<file path="config.mk">
export PLATFORM = sky130hd
export DESIGN_NAME = acl_tilt_ctrl
export DESIGN_NICKNAME = d
export VERILOG_FILES = /design/src/rtl/acl_pkg.sv /design/src/rtl/acl_mavg4.sv /design/src/rtl/acl_tilt_ctrl.sv
export SDC_FILE = /design/constraint.sdc
export NUM_CORES = 1
export LEC_CHECK = 0
export ABC_AREA = 1
export BUFFER_PORTS_ARGS = -buffer_cell sky130_fd_sc_hd__buf_2
export CAP_MARGIN = 20
export CORE_MARGIN = 5
export CORE_UTILIZATION = 63
export CTS_CLUSTER_SIZE = 25
export DETAILED_ROUTE_END_ITERATION = 10
export HOLD_SLACK_MARGIN = 0.1
export PLACE_DENSITY = 0.88
export SLEW_MARGIN = 20
export SYNTH_ARGS = -nofsm -noshare
export SYNTH_HDL_FRONTEND = slang
export SYNTH_SLANG_ARGS = --single-unit
</file>
<file path="constraint.sdc">
create_clock -name clk -period 7.5 [get_ports clk]
set_input_delay 1.5 -clock clk [delete_from_list [all_inputs] [get_ports clk]]
set_output_delay 1.5 -clock clk [all_outputs]
set_load 0.005 [all_outputs]
</file>
<file path="src/rtl/acl_pkg.sv">
// Shared encodings and default tuning constants for the tilt-to-volume controller.
// The FSM state, the exported tilt code and the nominal thresholds live here.
package acl_pkg;

  localparam int ACL_DATA_W = 8;
  localparam int TH_ON_DEF  = 32;
  localparam int TH_OFF_DEF = 16;
  localparam int DWELL_DEF  = 8;
  localparam int REPEAT_DEF = 16;
  localparam int CNT_W_DEF  = 5;

  typedef enum logic [1:0] {
    TILT_FLAT = 2'b00,
    TILT_POS  = 2'b01,
    TILT_NEG  = 2'b10
  } tilt_e;

  typedef enum logic [2:0] {
    ST_FLAT,
    ST_ARM_POS,
    ST_HELD_POS,
    ST_ARM_NEG,
    ST_HELD_NEG
  } fsm_e;

  function automatic tilt_e tilt_of(input fsm_e s);
    case (s)
      ST_ARM_POS, ST_HELD_POS: return TILT_POS;
      ST_ARM_NEG, ST_HELD_NEG: return TILT_NEG;
      default:                 return TILT_FLAT;
    endcase
  endfunction

endpackage

</file>
<file path="src/rtl/acl_mavg4.sv">
// Four-sample moving average of a signed stream; result and its valid strobe
// are registered together one cycle after the input strobe.
module acl_mavg4
  import acl_pkg::*;
#(
  parameter int DATA_W = ACL_DATA_W
) (
  input  logic                     clk,
  input  logic                     rst,
  input  logic signed [DATA_W-1:0] d_i,
  input  logic                     vld_i,
  output logic signed [DATA_W-1:0] avg_o,
  output logic                     avg_vld_o
);

  localparam int SUM_W = DATA_W + 2;

  // Only the three most recent samples are kept: the fourth is the incoming one.
  logic signed [DATA_W-1:0] win_p1_q [3];
  logic signed [DATA_W-1:0] avg_p1_q;
  logic                     vld_p1_q;
  logic signed [SUM_W-1:0]  sum_p0;

  function automatic logic signed [SUM_W-1:0] sext(input logic signed [DATA_W-1:0] v);
    return {{2{v[DATA_W-1]}}, v};
  endfunction

  function automatic logic signed [DATA_W-1:0] avg_floor(input logic signed [SUM_W-1:0] s);
    logic signed [SUM_W-1:0] q;
    q = s >>> 2;
    return q[DATA_W-1:0];
  endfunction

  always_comb begin
    sum_p0 = sext(d_i) + sext(win_p1_q[0]) + sext(win_p1_q[1]) + sext(win_p1_q[2]);
  end

  // ---- stage p0 -> p1: window shift and average
  always_ff @(posedge clk) begin
    if (rst) begin
      win_p1_q <= '{default: '0};
      avg_p1_q <= '0;
      vld_p1_q <= 1'b0;
    end else begin
      vld_p1_q <= vld_i;
      if (vld_i) begin
        win_p1_q[2] <= win_p1_q[1];
        win_p1_q[1] <= win_p1_q[0];
        win_p1_q[0] <= d_i;
        avg_p1_q    <= avg_floor(sum_p0);
      end
    end
  end

  assign avg_o     = avg_p1_q;
  assign avg_vld_o = vld_p1_q;

endmodule

</file>
<file path="src/rtl/acl_tilt_ctrl.sv">
// Tilt classifier: hysteresis plus dwell on the averaged Z sample, producing
// one-cycle vol_up / vol_down pulses with auto-repeat while the tilt is held.
module acl_tilt_ctrl
  import acl_pkg::*;
#(
  parameter int TH_ON  = TH_ON_DEF,
  parameter int TH_OFF = TH_OFF_DEF,
  parameter int DWELL  = DWELL_DEF,
  parameter int REPEAT = REPEAT_DEF,
  parameter int CNT_W  = CNT_W_DEF
) (
  input  logic              clk,
  input  logic              rst,
  input  logic signed [7:0] z_data,
  input  logic              z_valid,
  input  logic              en,
  output logic signed [7:0] z_avg,
  output logic [1:0]        tilt_state,
  output logic              vol_up,
  output logic              vol_down
);

  logic signed [7:0] avg_p1;
  logic              vld_p1;
  int                avg_s;

  fsm_e             state_q, state_d;
  tilt_e            tilt_q, tilt_d;
  logic [CNT_W-1:0] cnt_q, cnt_d;
  logic             up_q, up_d, dn_q, dn_d;

  acl_mavg4 #(.DATA_W(8)) u_mavg (
    .clk      (clk),
    .rst      (rst),
    .d_i      (z_data),
    .vld_i    (z_valid),
    .avg_o    (avg_p1),
    .avg_vld_o(vld_p1)
  );

  assign avg_s = int'(avg_p1);

  always_comb begin
    state_d = state_q;
    cnt_d   = cnt_q;
    up_d    = 1'b0;
    dn_d    = 1'b0;
    if (!en) begin
      state_d = ST_FLAT;
      cnt_d   = '0;
    end else if (vld_p1) begin
      case (state_q)
        ST_FLAT: begin
          // A single-evaluation dwell fires on the arming evaluation itself.
          if (avg_s >= TH_ON) begin
            if (DWELL == 1) begin
              state_d = ST_HELD_POS;
              up_d    = 1'b1;
              cnt_d   = '0;
            end else begin
              state_d = ST_ARM_POS;
              cnt_d   = CNT_W'(1);
            end
          end else if (avg_s <= -TH_ON) begin
            if (DWELL == 1) begin
              state_d = ST_HELD_NEG;
              dn_d    = 1'b1;
              cnt_d   = '0;
            end else begin
              state_d = ST_ARM_NEG;
              cnt_d   = CNT_W'(1);
            end
          end
        end
        ST_ARM_POS, ST_HELD_POS: begin
          if (avg_s <= TH_OFF) begin
            state_d = ST_FLAT;
            cnt_d   = '0;
          end else if ((state_q == ST_ARM_POS  && cnt_q == CNT_W'(DWELL - 1)) ||
                       (state_q == ST_HELD_POS && cnt_q == CNT_W'(REPEAT - 1))) begin
            state_d = ST_HELD_POS;
            up_d    = 1'b1;
            cnt_d   = '0;
          end else begin
            cnt_d = cnt_q + CNT_W'(1);
          end
        end
        ST_ARM_NEG, ST_HELD_NEG: begin
          if (avg_s >= -TH_OFF) begin
            state_d = ST_FLAT;
            cnt_d   = '0;
          end else if ((state_q == ST_ARM_NEG  && cnt_q == CNT_W'(DWELL - 1)) ||
                       (state_q == ST_HELD_NEG && cnt_q == CNT_W'(REPEAT - 1))) begin
            state_d = ST_HELD_NEG;
            dn_d    = 1'b1;
            cnt_d   = '0;
          end else begin
            cnt_d = cnt_q + CNT_W'(1);
          end
        end
        default: begin
          state_d = ST_FLAT;
          cnt_d   = '0;
        end
      endcase
    end
    tilt_d = tilt_of(state_d);
  end

  // ---- stage p1 -> p2: classification and pulse registers
  always_ff @(posedge clk) begin
    if (rst) begin
      state_q <= ST_FLAT;
      tilt_q  <= TILT_FLAT;
      cnt_q   <= '0;
      up_q    <= 1'b0;
      dn_q    <= 1'b0;
    end else begin
      state_q <= state_d;
      tilt_q  <= tilt_d;
      cnt_q   <= cnt_d;
      up_q    <= up_d;
      dn_q    <= dn_d;
    end
  end

  assign z_avg      = avg_p1;
  assign tilt_state = tilt_q;
  assign vol_up     = up_q;
  assign vol_down   = dn_q;

endmodule

</file>
Word level (Yosys, flattened, before mapping) --
Cells that the tools add are included.
Storage, ports and cells: bits in registers 45, output and inout bits 12, word-level logic and storage cells 67
Operators by class: $add $sub $neg 4, magnitude comparators 4, equal/unequal tests 11, multiplexer cells 19, bitwise gates (word level) 4, reductions and logical operators 15
Operator list (count):
- 5-bit two-way mux | 6
- 3-bit two-way mux | 8
- 8-bit by 6-bit <= comparator with 1-bit output (second input constant) | 2
- 5-bit case mux with 3 select lines | 1
- 3-bit by 2-bit equality test with 1-bit output (second input constant) | 4
- 10-bit by 8-bit adder with 10-bit output | 1
- 9-bit by 8-bit adder with 10-bit output | 1
- 2-bit OR reduction | 5
- 5-bit OR reduction | 2
- 8-bit by 8-bit adder with 9-bit output | 1
- 3-bit case mux with 3 select lines | 1
- 8-bit by 5-bit greater-or-equal comparator with 1-bit output (second input constant) | 1
- 8-bit by 7-bit greater-or-equal comparator with 1-bit output (second input constant) | 1
- 3-bit by 1-bit equality test with 1-bit output (second input constant) | 2
- 3-bit equality test (second input constant) | 2
- 5-bit by 1-bit adder with 5-bit output (second input constant) | 1
- 5-bit by 3-bit equality test with 1-bit output (second input constant) | 1
- 5-bit by 4-bit equality test with 1-bit output (second input constant) | 1
- 1-bit logical AND | 4
- 1-bit inverter | 4
- 2-bit case mux with 2 select lines | 1
- 3-bit logical NOT | 1
- 3-bit inequality test (second input constant) | 1
- 1-bit logical OR | 2
- 2 further kinds | 3

Depth between registers and ports, before layout --
Gate-level depths: netlist of run 1.
depth after elaboration 11, depth in mapped cells 14, depth with buffers taken out 14

By module --
A second synthesis of run 1 with hierarchy kept.
Second synthesis, totals: cell total of the unflattened synthesis 384, area, all modules 2781.4 sq um
By module, submodules not included:
- acl_mavg4 | times used 1, cells an instance 248, area an instance 1954.4 sq um, sequential area each 660.6 sq um
- acl_tilt_ctrl | times used 1, cells an instance 136, area an instance 827.0 sq um, sequential area each 240.2 sq um

Worst setup path after synthesis of run 1 --
Ideal clock, no wire load.
path type input-to-reg, start in z_data[2], end reg u_mavg.avg_p1_q[5], in the netlist u_mavg.avg_o[5], setup time 0.115 ns, data arrival time 3.667 ns, required time 7.385 ns, slack 3.718 ns, stages 10, buffers on the path 0, cells stage by stage fa_1 > fa_1 > fa_1 > nand3_1 > nand2_1 > a21oi_1 > o21ai_0 > xor2_1 > o21ai_0 > inv_1
On the way: longest elaborated chain between the ends 3
Ends and longest elaborated chain:
- from (decl) | line acl_tilt_ctrl.sv:14 | input logic signed [7:0] z_data,
- 8-bit by 8-bit adder with 9-bit output | line acl_mavg4.sv:35 | sum_p0 = sext(d_i) + sext(win_p1_q[0]) + sext(win_p1_q[1]) + sext(win_p1_q[2]);
- 9-bit by 8-bit adder with 10-bit output | line acl_mavg4.sv:35
- 10-bit by 8-bit adder with 10-bit output | line acl_mavg4.sv:35
- to (signal assigned) | line acl_mavg4.sv:50 | avg_p1_q <= avg_floor(sum_p0);
- to (decl) | line acl_mavg4.sv:20 | logic signed [DATA_W-1:0] avg_p1_q;
Every way passes these cells. A chain may end at the register's enable or synchronous reset.

Final worst setup path of run 1 --
start in z_data[1], end reg u_mavg.avg_p1_q[5], in the netlist u_mavg.avg_o[5]
Same word-level chain as after synthesis.

==> results of run 1 <==
-- sequential cells by signal, summed over array words and instances (netlist names) --
| signal | count |
|---|---|
| u_mavg.win_p1_q | 24 |
| u_mavg.avg_o | 8 |
| cnt_q | 5 |
| vol_up | 1 |
| state_q | 3 |
| vol_down | 1 |
| tilt_state | 2 |
| u_mavg.avg_vld_o | 1 |
-- logic make-up after synthesis --
| family | count (synthesis) | synth area share [%] |
|---|---|---|
| AOI/OAI and AO/OA | 63 | 13.5 |
| xor gates and xnor gates | 6 | 2.06 |
| adders and majority gates | 26 | 17.8 |
| buffers and inverters | 47 | 7.07 |
| DFF | 45 | 35.4 |
| and+or+nand+nor | 150 | 24.2 |
-- metal layers --
layer	wire [µm]	share of wire, %	vias to the layer above
met5	0	0	-
met4	83	1.7	0
met3	256	5.2	9
met2	2320	47	45
met1	2310	46	994
li1	-	-	1127
-- power breakdown --
group | total, W | switching [W] | leakage (nW) | internal (W)
Clock | 0.000164 | 0.0000806 | 0.0542 | 0.0000833
Sequential | 0.000273 | 0.0000165 | 0.371 | 0.000257
Combinational | 0.000180 | 0.000106 | 0.917 | 0.0000740
-- cell usage in the layout, fill, tap and decap left out, drive strengths merged, types with 3 or more instances in the layout --
cell,Yosys,final
nor2,79,79
nand2,45,45
dfxtp,45,45
inv,36,36
o21ai,36,36
buf,1,23
a21oi,17,17
fa,17,17
nand3,15,15
ha,9,9
clkbuf,10,7
nand4,6,6
xor2,6,6
a21o,3,3
a31oi,3,3
-- per-stage QoR --
step	cells	utilization, %	setup slack, ps
final	407	70.0	3750
after global routing	407	70.0	3550
after CTS	407	70.0	3750
after detailed placement	399	67.5	3420
after global placement	399	67.5	3530
after floorplan	337	-	3720
-- worst register-to-register path: cells and delay by family (launching register included) --
kind / cells / cell delay, ps
fa+ha+maj: 3 / 1370
buf+inv: 1 / 50
flops: 1 / 340
compound gates: 3 / 410
xor+xnor: 1 / 150
simple gates: 4 / 340
-- cell type report --
| type | instances | area [µm²] | area share [%] |
|---|---|---|---|
| timing repair buffer | 23 | 115 | 4.14 |
| sequential | 45 | 901 | 32.4 |
| inverter | 36 | 135 | 4.86 |
| clock inverter | 1 | 5.00 | 0.180 |
| multi-input combinational | 245 | 1470 | 52.7 |
| clock buffer | 7 | 96.3 | 3.46 |
| tap | 50 | 62.6 | 2.25 |
-- final timing paths --
| path | from | to | slack (ps) | cells past startpoint |
|---|---|---|---|---|
| setup reg to reg | u_mavg.win_p1_q[1]$_SDFFE_PP0P_ | u_mavg.avg_o[5]$_SDFFE_PP0P_ | 4750 | 12 |
| hold reg to reg | cnt_q[4]$_SDFFE_PP0P_ | cnt_q[4]$_SDFFE_PP0P_ | 480 | 2 |
| setup / recovery | z_data[1] | u_mavg.avg_o[5]$_SDFFE_PP0P_ | 3750 | 13 |
| hold / removal | cnt_q[4]$_SDFFE_PP0P_ | cnt_q[4]$_SDFFE_PP0P_ | 480 | 2 |
==> impl_metrics.py, run 1 <==
metrics = {
    "timing": {
        "finalMaxSlewViolations": 0,
        "timing.hold.ws_ps": 481,
        "timing.final.crit_share_pct": 50.0,
        "tns_ps": 0,
        "rsz0062_at_grt": "no",
        "slew_headroom_pct": 41.6,
        "finClkSkew_ps": 6.96,
        "finalSetupViolCount": 0,
        "min_period_ps": 3750,
        "worst_pin_slew_ps": 875,
        "hold_viol": 0,
        "max_freq_mhz": 267,
    },
    "route": {
        "drt-total-wl_um": 4970,
        "initialDrtViolationCount": 210,
        "first_pass_iters": 4,
        "drtAntennaViolNets": 0,
        "drc": 0,
        "detail_route.wl_per_cell_um": 12.2,
        "avgViaCountPerCell": 5.34,
        "dr_total_vias": 2175,
    },
    "worst_setup_path": {
        "crit_fanout": 3,
        "worstPathCellList": "buf_2 -> fa_1 -> fa_1 -> nand2_1 -> nor2_1 -> fa_1 -> nand3_1 -> nand2_1 -> a21oi_1 -> o21ai_0 -> xor2_1 -> o21ai_0 -> inv_1",
        "crit_family": "adder cells",
        "setup.worst_path.end_class": "register",
        "crit_arrival_ps": 3950,
        "worstPathRequired_ps": 7700,
        "worst_setup_path_start_kind": "input port",
        "critical_path_buf_inv_count": 2,
        "max_stage_delay_ps": 560,
        "path_class": "in2reg",
        "crit_top_cell": "fa_1",
        "critical_path.slowest_cell": "fa_1",
    },
    "yosys": {
        "async_reset_ff_share_pct": 0,
        "ys_types": 25,
        "syn_area_per_cell_um2": 7.56,
        "synth_edf_count": 0,
        "yosysMostFrequentCell": "nor2_1",
        "yosysSeqAreaShare_pct": 35.4,
        "yosysWarnings": 0,
        "postSynthNetCount": 375,
        "synth_top_area_share_pct": 35.4,
        "synthFlopType": "dfxtp_1",
        "synth_commonest_cells": "nor2_1, dfxtp_1, nand2_1, inv_1, o21ai_0",
        "synth_area_um2": 2550,
        "postSynthCellCount": 337,
        "netlist_top_cells_area": "dfxtp_1, fa_1, nor2_1",
        "yosys.area.top_type": "dfxtp_1",
        "ys_seq_elements": 45,
    },
    "hold_path": {
        "hold_path_class": "reg2reg",
    },
    "cells_and_area": {
        "nNetsFinal": 394,
        "fin_area_um2": 2780,
        "area_growth_pct": 9.18,
        "fillers": 331,
        "drive_gt1_share_pct": 9.80,
        "antenna_cells": 0,
    },
    "placed_design": {
        "dp_hpwl_um": 3640,
        "routabilityCongestion": 0.900,
        "placed_area_um2": 2680,
        "io_buffers": 23,
    },
    "die": {
        "initial_core_util_pct": 64.1,
        "ios": 24,
        "fp.dieH_um": 73.6,
        "core.rowCount": 23,
        "die-area_um2": 5420,
        "die_w_um": 73.6,
        "coreArea_um2": 3970,
    },
    "clock_network": {
        "clockBufferDepth": 2,
        "clk_pin_slew_ps": 80,
        "cts_made_buffers": 5,
        "h-tree-depth": 2,
        "cts_root_buf": "clkbuf_8",
        "cts-resized-gates": 0,
        "cts.sinks": 45,
        "postCtsSetupRepairBufs": 0,
        "cts_tree": "yes",
        "worstSkewPairLatency_ps": 300,
        "cts_hold_buf": 0,
    },
    "grt": {
        "grt.overflow.total": 0,
        "groute.usage.overall_pct": 20.6,
        "grt_pass1_vias": 2119,
        "grt_start_max_net_pins": 36,
        "grt_first_pass_wirelength_um": 8730,
        "use_met2_pct": 33.0,
        "grt_use_met3_pct": 5.20,
        "busiest_layer": "met2",
        "grt_use_met1_pct": 26.4,
        "antenna_found_initial": 0,
    },
    "flow_run": {
        "cap_viol_max_count": 0,
    },
    "status": {
        "status": "finished, final reports clean",
    },
    "power": {
        "power_density_nw_per_um2": 222,
        "ir_drop_mv": 0.135,
        "p_leak_nw": 1.34,
        "p_total_w": 0.000617,
    },
}
(Power assumes the default switching activity.)
==> inputs of run 2 (changes only) <==
--- a/config.mk
+++ b/config.mk
@@ -9,11 +9,11 @@
 export BUFFER_PORTS_ARGS = -buffer_cell sky130_fd_sc_hd__buf_2
 export CAP_MARGIN = 20
 export CORE_MARGIN = 5
-export CORE_UTILIZATION = 63
+export CORE_UTILIZATION = 59
 export CTS_CLUSTER_SIZE = 25
 export DETAILED_ROUTE_END_ITERATION = 10
 export HOLD_SLACK_MARGIN = 0.1
-export PLACE_DENSITY = 0.88
+export PLACE_DENSITY = 0.83
 export SLEW_MARGIN = 20
 export SYNTH_ARGS = -nofsm -noshare
 export SYNTH_HDL_FRONTEND = slang
==> constraint.sdc (replaced) <==
create_clock -name clk -period 3.85 [get_ports clk]
set_input_delay 0.77 -clock clk [delete_from_list [all_inputs] [get_ports clk]]
set_output_delay 0.77 -clock clk [all_outputs]
set_load 0.005 [all_outputs]
==> impl_metrics.py, run 2 (same netlist as run 1, synthesis figures left out) <==
metrics = {
    "worst_setup_path": {
        "worstPathRequired_ps": 4030,
        "crit_arrival_ps": 3280,
        "crit_fanout": 3,
        "setup.worst_path.end_class": "register",
        "worst_setup_path_start_kind": "input port",
        "path_class": "in2reg",
    },
    "timing": {
        "finClkSkew_ps": 3.67,
        "rsz0062_at_grt": "no",
        "tns_ps": 0,
        "min_period_ps": 3100,
        "max_freq_mhz": 323,
        "finalSetupViolCount": 0,
        "finalMaxSlewViolations": 0,
        "hold_viol": 0,
        "final.setup.worst_slack_ps": 753,
        "timing.final.crit_share_pct": 80.4,
        "worst_pin_slew_ps": 922,
        "slew_headroom_pct": 38.5,
    },
    "power": {
        "ir_drop_mv": 0.363,
        "internal_power_w": 0.000773,
        "switching_share_pct": 33.3,
        "p_comb_share_pct": 30.1,
        "power_switching_w": 0.000386,
        "p_clk_share_pct": 23.9,
        "p_leak_nw": 1.33,
        "sequentialPowerShare_pct": 46.0,
        "power_density_nw_per_um2": 420,
        "p_total_w": 0.00116,
    },
    "placed_design": {
        "io_buffers": 23,
        "post-place-ws_ps": 517,
        "routabilityCongestion": 0.864,
        "dp_hpwl_um": 3650,
    },
    "grt": {
        "grt_pass1_vias": 2064,
        "groute.usage.overall_pct": 19.8,
        "antenna_found_initial": 0,
        "grt.overflow.total": 0,
        "grt_start_max_net_pins": 36,
        "grt_first_pass_wirelength_um": 8840,
    },
    "die": {
        "initial_core_util_pct": 62.3,
        "fp.dieH_um": 75.7,
        "die-area_um2": 5730,
        "core.rowCount": 23,
        "ios": 24,
        "die_w_um": 75.7,
        "coreArea_um2": 4090,
    },
    "cells_and_area": {
        "antenna_cells": 0,
        "layout_common_cells": "nor2_1, nand2_1, dfxtp_1",
        "layout_commonest_cell": "nor2_1",
        "nNetsFinal": 394,
        "fillers": 360,
        "drive_gt1_share_pct": 8.96,
        "largest_register_ffs": 24,
        "final_util_pct": 67.5,
        "area_growth_pct": 8.35,
        "top_register": "u_mavg.win_p1_q",
    },
    "clock_network": {
        "worstSkewPairLatency_ps": 290,
        "postCtsSetupRepairBufs": 0,
        "cts.sinks": 45,
        "cts_made_buffers": 5,
        "cts_hold_buf": 0,
        "clk_pin_slew_ps": 80,
        "clockBufferDepth": 2,
        "cts_tree": "yes",
        "cts_root_buf": "clkbuf_8",
        "cts-resized-gates": 0,
        "h-tree-depth": 2,
    },
    "route": {
        "drtAntennaViolNets": 0,
        "avgViaCountPerCell": 5.39,
        "initialDrtViolationCount": 162,
        "first_pass_iters": 4,
        "drt-total-wl_um": 4950,
        "dr_total_vias": 2192,
        "detail_route.wl_per_cell_um": 12.2,
        "drc": 0,
    },
    "flow_run": {
        "cap_viol_max_count": 0,
    },
    "status": {
        "status": "finished, final reports clean",
    },
    "hold_path": {
        "hold_path_class": "reg2reg",
    },
}
==> run 2: cell count changes in the layout (fill, tap and decap cells not counted) <==
cell / delta
clkinv_2: -1
clkbuf_8: -2
clkbuf_1: +3
==> run 2: worst paths after layout <==
check	from	to	slack, ps	cells after the start
hold reg to reg	cnt_q[4]$_SDFFE_PP0P_	cnt_q[4]$_SDFFE_PP0P_	480	2
setup / recovery	z_data[1]	u_mavg.avg_o[5]$_SDFFE_PP0P_	750	13
setup reg to reg	u_mavg.win_p1_q[9]$_SDFFE_PP0P_	u_mavg.avg_o[5]$_SDFFE_PP0P_	1030	12
hold / removal	cnt_q[4]$_SDFFE_PP0P_	cnt_q[4]$_SDFFE_PP0P_	480	2
==> run 2: metrics by stage <==
step | cells | instance area (µm²) | hold slack (ps)
after floorplan | 337 | 2550 | 459
after global placement | 399 | 2680 | 471
after detailed placement | 399 | 2680 | 474
after CTS | 407 | 2760 | 486
after global routing | 407 | 2760 | 515
final | 407 | 2760 | 484
==> run 2: power groups by stage <==
stage	sequential [W]	clock, W	combinational [W]
final	0.000533	0.000277	0.000349
after global routing	0.000538	0.000306	0.000405
after CTS	0.000533	0.000286	0.000353
after detailed placement	0.000543	0	0.000349
after global placement	0.000543	0	0.000335
after floorplan	0.000538	0	0.000268
==> run 2: worst max-delay path, cell delays in order <==
cell and delay, ps:
buf_2 120, fa_1 560, fa_1 440, nand2_1 80
nor2_1 50, fa_1 390, nand3_1 100, nand2_1 100
a21oi_1 140, o21ai_0 100, xor2_1 160, o21ai_0 220
inv_1 60
==> run 2: cell type report <==
cell class	instances	area, µm²	area share [%]
Sequential cell	45	901	32.6
Multi-Input combinational cell	245	1470	53.1
Timing Repair Buffer	23	115	4.17
Clock buffer	8	80.1	2.90
Inverter	36	135	4.90
Tap cell	50	62.6	2.27
==> run 2: routing by layer <==
metal | track usage [%] | share of wire [%]
met5 | 0 | 0
met4 | 6.02 | 1.1
met3 | 5.01 | 4.2
met2 | 31.9 | 48
met1 | 26.2 | 47
